**config.mk**
```make
export PLATFORM = sky130hd
export DESIGN_NAME = branch_sequencer
export DESIGN_NICKNAME = d
export VERILOG_FILES = /design/src/rtl/branch_sequencer.sv
export SDC_FILE = /design/constraint.sdc
export NUM_CORES = 1
export LEC_CHECK = 0
export BUFFER_PORTS_ARGS = -buffer_cell sky130_fd_sc_hd__buf_2
export CAP_MARGIN = 20
export CORE_MARGIN = 2
export CORE_UTILIZATION = 54
export DETAILED_ROUTE_END_ITERATION = 8
export PLACE_DENSITY = 0.84
export SETUP_SLACK_MARGIN = 0.05
export SYNTH_ARGS = -nofsm -noshare
export SYNTH_HDL_FRONTEND = slang
export SYNTH_SLANG_ARGS = --single-unit
export TNS_END_PERCENT = 10
```
**constraint.sdc**
```tcl
create_clock -name clk -period 7.7 [get_ports clk]
set_input_delay 2.31 -clock clk [delete_from_list [all_inputs] [get_ports clk]]
set_output_delay 2.31 -clock clk [all_outputs]
set_load 0.01 [all_outputs]
```
**src/rtl/branch_sequencer.sv**
```systemverilog
// Multi-cycle branch resolution controller between ID and the shared Comparator.
// Define BRANCH_STATS_EN to add saturating taken/not-taken counters.
module branch_sequencer #(
  parameter int unsigned STATS_W = 32
) (
  input  logic               clk,
  input  logic               reset,
  input  logic               flush,
  input  logic               br_valid,
  output logic               br_ready,
  input  logic [3:0]         br_ctrl,
  input  logic               br_uncond,
  input  logic [31:0]        br_pc,
  input  logic [15:0]        br_offset,
  input  logic [31:0]        opA,
  input  logic [31:0]        opB,
  input  logic               opnd_ready,
  output logic [31:0]        cmp_A,
  output logic [31:0]        cmp_B,
  output logic [3:0]         cmp_ctrl,
  input  logic               cmp_action,
  output logic               resolve_valid,
  output logic               resolve_taken,
  output logic               redirect_valid,
  input  logic               redirect_ready,
  output logic [31:0]        redirect_pc
`ifdef BRANCH_STATS_EN
  ,
  output logic [STATS_W-1:0] taken_cnt,
  output logic [STATS_W-1:0] nottaken_cnt
`endif
);

  typedef enum logic [1:0] {
    IDLE      = 2'd0,
    WAIT_OPND = 2'd1,
    RESOLVE   = 2'd2,
    REDIRECT  = 2'd3
  } state_t;

  state_t      state_q, state_d;
  logic [31:0] cmp_a_q, cmp_a_d;
  logic [31:0] cmp_b_q, cmp_b_d;
  logic [3:0]  cmp_ctrl_q, cmp_ctrl_d;
  logic        uncond_q, uncond_d;
  logic [31:0] target_q, target_d;
  logic [31:0] redirect_pc_q, redirect_pc_d;
  logic        taken;
  logic [31:0] br_target;

  assign br_target = br_pc + 32'd4 + {{14{br_offset[15]}}, br_offset, 2'b00};

  always_comb begin
    state_d       = state_q;
    cmp_a_d       = cmp_a_q;
    cmp_b_d       = cmp_b_q;
    cmp_ctrl_d    = cmp_ctrl_q;
    uncond_d      = uncond_q;
    target_d      = target_q;
    redirect_pc_d = redirect_pc_q;

    taken          = uncond_q | cmp_action;
    br_ready       = (state_q == IDLE) & ~flush;
    resolve_valid  = (state_q == RESOLVE) & ~flush;
    resolve_taken  = resolve_valid & taken;
    redirect_valid = (state_q == REDIRECT);

    // Flush wins over every state transition and suppresses all captures.
    if (flush) begin
      state_d = IDLE;
    end else begin
      unique case (state_q)
        IDLE: begin
          if (br_valid) begin
            cmp_ctrl_d = br_ctrl;
            uncond_d   = br_uncond;
            target_d   = br_target;
            if (opnd_ready) begin
              cmp_a_d = opA;
              cmp_b_d = opB;
              state_d = RESOLVE;
            end else begin
              state_d = WAIT_OPND;
            end
          end
        end
        WAIT_OPND: begin
          if (opnd_ready) begin
            cmp_a_d = opA;
            cmp_b_d = opB;
            state_d = RESOLVE;
          end
        end
        RESOLVE: begin
          if (taken) begin
            redirect_pc_d = target_q;
            state_d       = REDIRECT;
          end else begin
            state_d = IDLE;
          end
        end
        REDIRECT: begin
          if (redirect_ready) state_d = IDLE;
        end
        default: state_d = IDLE;
      endcase
    end
  end

  always_ff @(posedge clk) begin
    if (reset) begin
      state_q       <= IDLE;
      cmp_a_q       <= '0;
      cmp_b_q       <= '0;
      cmp_ctrl_q    <= '0;
      uncond_q      <= 1'b0;
      target_q      <= '0;
      redirect_pc_q <= '0;
    end else begin
      state_q       <= state_d;
      cmp_a_q       <= cmp_a_d;
      cmp_b_q       <= cmp_b_d;
      cmp_ctrl_q    <= cmp_ctrl_d;
      uncond_q      <= uncond_d;
      target_q      <= target_d;
      redirect_pc_q <= redirect_pc_d;
    end
  end

  assign cmp_A       = cmp_a_q;
  assign cmp_B       = cmp_b_q;
  assign cmp_ctrl    = cmp_ctrl_q;
  assign redirect_pc = redirect_pc_q;

`ifdef BRANCH_STATS_EN
  logic [STATS_W-1:0] taken_cnt_q, taken_cnt_d;
  logic [STATS_W-1:0] nottaken_cnt_q, nottaken_cnt_d;

  // resolve_valid already excludes flushed RESOLVE cycles.
  always_comb begin
    taken_cnt_d    = taken_cnt_q;
    nottaken_cnt_d = nottaken_cnt_q;
    if (resolve_valid) begin
      if (taken) begin
        if (taken_cnt_q != '1) taken_cnt_d = taken_cnt_q + 1'b1;
      end else begin
        if (nottaken_cnt_q != '1) nottaken_cnt_d = nottaken_cnt_q + 1'b1;
      end
    end
  end

  always_ff @(posedge clk) begin
    if (reset) begin
      taken_cnt_q    <= '0;
      nottaken_cnt_q <= '0;
    end else begin
      taken_cnt_q    <= taken_cnt_d;
      nottaken_cnt_q <= nottaken_cnt_d;
    end
  end

  assign taken_cnt    = taken_cnt_q;
  assign nottaken_cnt = nottaken_cnt_q;
`endif

endmodule

```
==> results by group <==
Power
  – Internal cell power: 0.00137 W
  – Seq pwr share: 40.4%
  – Peak supply drop: 0.154 mV
  – Net switching share of the total power: 25.7%
  – Gate power share: 16.5%
  – Total power: 0.00184 W
  – Switching power: 0.000474 W
  – Lkg Pwr: 3.79 nW
  – PwrDens: 221 nW/um2
  – Clk pwr share: 43.1%

CTS
  – Post-CTS Hold Buffers: 0
  – Clk slew on worst S/H paths: 0.05 ns
  – Cts repair resizes: 0
  – CTS Root Cell: clkbuf_16
  – CTS tree: done
  – TritonCTS buffer count: 17
  – Deepest clock path buffer count: 2
  – H-tree depth: 4
  – Post-CTS setup buffers: 0
  – Clock latency on the worst-skew pair: 0.41 ns
  – CTS sink count: 135

Timing
  – Setup_tns: 0 ns
  – F_max: 0.165 GHz
  – Worst Setup Slack, final: 1.62 ns
  – Worst clock skew: 0.00664 ns
  – # setup viols final: 0
  – Final min period: 6.08 ns
  – Final Hold Fails: 0
  – Worst slew pin tran: 1.02 ns
  – Unrepaired setup endpoints after global routing: false
  – Worst slew margin: 31.6%
  – Max Slew Vio Count: 0
  – Fin Hold WS: 0.449 ns
  – Fin crit share: 78.9%

Routing
  – Remaining DRCs: 0
  – DR vias: 6434
  – Pre-antenna DRT Iters: 7
  – DR iter-0 viols: 481
  – Routed WL: 17000 um
  – WL/cell: 14.3 um
  – Routed Antenna Nets: 0
  – Vias/cell: 5.38

Floorplan
  – Initial cell density of the core: 55.0%
  – Die height: 114 um
  – I/O pin count: 228
  – Die area: 13000 um2
  – Core Region: 11900 um2
  – Die Span X: 114 um
  – Num rows: 40

Synth
  – Mux cell area share after synthesis: 0.306%
  – Mapped Cells: 831
  – Simple-gate area share of the yosys netlist: 21.8%
  – #FFs+latches synth: 135
  – Area of the mapped netlist: 6550 um2
  – Cell variety after synth: 59
  – Top_reg_cell synth: dfxtp_1
  – Ys async rst share: 0%
  – Post-Synth Adder-Cell Area: 11.2%
  – Register area share after synthesis: 41.2%
  – Avg Inst Size Synth: 7.89 um2
  – Largest family of logic cells by synthesized area: simple AND/OR/NAND/NOR gates
  – Synth Net Count: 1013
  – XOR/XNOR Fraction of Synth Area: 2.54%
  – Compound-Gate Fraction of Synth Area: 19.7%
  – Syn. warnings: 0
  – Number of enable flip-flop cells after synthesis: 0

Status
  – Outcome: finished, final reports clean

Worst setup path
  – Max incr delay on CP: 0.43 ns
  – Crit path kind: in2out
  – Cell family with most CP delay: buffers and inverters
  – CP required: 5.39 ns
  – Crit-path max FO: 33
  – Crit-path cells: buf_2 -> nor3b_1 -> o21ai_2 -> buf_4 -> inv_2 -> buf_2
  – Slowest cell on crit path: inv_2
  – CP dominant cell by count: buf_2
  – Worst EP arrival: 3.77 ns
  – Crit start category: primary input
  – Crit end category: primary output
  – CP bufs+invs: 4

Job
  – Max Cap Violations: 0

GRT
  – Overflow after GRT: 0
  – Vias in the first global route: 5650
  – Global-route wire length before repair: 26700 um
  – Gr usage total: 25.7%
  – Initial antenna violation count: 1
  – Largest net degree at the start of global routing: 84

Placement
  – Dpl hpwl: 12500 um
  – Pre-CTS setup slack: 1.65 ns
  – Count of input and output buffers: 227
  – Gpl congestion: 0.875

Cells and area
  – Syn-to-layout area delta: 27.3%
  – Post-layout util: 70.0%
  – Fin nets: 1218
  – Share of layout cells above drive strength 1: 26.2%

Min path
  – Hold Crit Class: reg2reg
-- synthesized netlist by cell type, types with 2 or more instances --
cell	n	area, um2
buf_2	2	10.0
nand2_1	255	957
mux2i_1	2	20.0
nor2_1	21	78.8
a211o_1	2	17.5
nor2b_1	3	18.8
ha_1	57	713
o21ai_0	11	55.1
o21ai_1	16	80.1
nor3b_1	2	15.0
xnor2_1	13	114
o2111ai_1	4	35.0
o211ai_1	7	52.6
and3_1	5	31.3
nor3_1	7	35.0
a21oi_1	146	731
nand2b_1	2	12.5
nor4b_1	2	17.5
nand4_1	4	25.0
o21a_1	4	30.0
xor2_1	6	52.6
a31oi_1	6	37.5
and2_1	2	12.5
inv_1	9	33.8
or4_1	3	22.5
o21bai_1	2	15.0
a21o_1	6	45.0
dfxtp_1	135	2700
a21boi_1	3	22.5
nand3b_1	2	15.0
or3_1	5	31.3
nand3_1	15	75.1
clkbuf_1	43	161
a211oi_1	4	30.0
-- cell type report --
| cell class | count | area [um2] |
|---|---|---|
| multi-input combinational | 640 | 3650 |
| fill | 972 | 3570 |
| sequential | 135 | 2700 |
| timing repair buffer | 232 | 1190 |
| clock buffer | 21 | 450 |
| tap | 147 | 184 |
| clock inverter | 9 | 128 |
| inverter | 10 | 37.5 |
| antenna | 1 | 2.50 |
-- worst register-to-register path: stages (launching register included) --
cell and delay [ns]:
dfxtp_1 0.36, nor3_1 0.28, nand2_1 0.64, or4_1 0.72
nand3_1 0.09
-- logic make-up (layout without fill, tap and decap cells) --
kind of cell | Yosys count | in the layout
AND/OR/NAND/NOR | 336 | 336
AO/OA/AOI/OAI | 225 | 225
flip-flops | 135 | 135
adder cells (fa/ha/maj) | 58 | 58
buffers and inverters | 56 | 272
XOR/XNOR | 19 | 19
multiplexers | 2 | 2
other | 0 | 1
-- power by group through the flow --
stage	combinational (W)	sequential, W	clock, W
after global placement	0.000296	0.000756	0
final	0.000304	0.000743	0.000793
after floorplan	0.000203	0.000761	0
after CTS	0.000303	0.000742	0.000802
after global routing	0.000342	0.000745	0.000836
after detailed placement	0.000299	0.000757	0
-- per-layer routing --
layer	GRT usage, %	vias up	part of all wire [%]
met2	44.6	218	50
met4	12.8	0	2.9
met5	0	-	0
met1	29.8	2902	41
met3	5.93	35	6.7
li1	-	3279	-
-- stage by stage --
step / instance area, um2 / cells
2_1_floorplan: 6550 / 831
3_3_place_gp: 7740 / 1163
3_5_place_dp: 7740 / 1163
4_1_cts: 8320 / 1193
5_1_grt: 8340 / 1195
6_report: 8340 / 1195
-- sequential cells by signal (all words and copies together), names as in the netlist --
signal,cells
target_q,32
state_q,2
redirect_pc,32
cmp_B,32
cmp_A,32
cmp_ctrl,4
uncond_q,1
-- layout by cell type, fill, tap and decap left out, types with 3 or more instances in the layout --
cell type / n
nand2_1: 255
buf_2: 226
a21oi_1: 146
dfxtp_1: 135
ha_1: 57
nor2_1: 20
clkbuf_16: 17
o21ai_1: 15
nand3_1: 15
xnor2_1: 13
o21ai_0: 11
inv_1: 9
nor3_1: 7
o211ai_1: 7
xor2_1: 6
a21o_1: 6
a31oi_1: 6
or3_1: 5
and3_1: 5
buf_4: 5
a211oi_1: 4
o2111ai_1: 4
o21a_1: 4
nand4_1: 4
nor2b_1: 3
a21boi_1: 3
or4_1: 3
clkinvlp_4: 3
clkinv_2: 3
bufinv_16: 3
clkbuf_1: 3
-- worst paths after layout --
check	from	endpoint	slack (ns)	depth (start not counted)
hold / removal	cmp_A[12]	cmp_A[12]	0.45	2
setup / recovery	flush	resolve_taken	1.62	6
hold reg to reg	cmp_A[12]	cmp_A[12]	0.45	2
setup reg to reg	state_q[1]	target_q[12]	5.55	4
(Power assumes the default switching activity.)
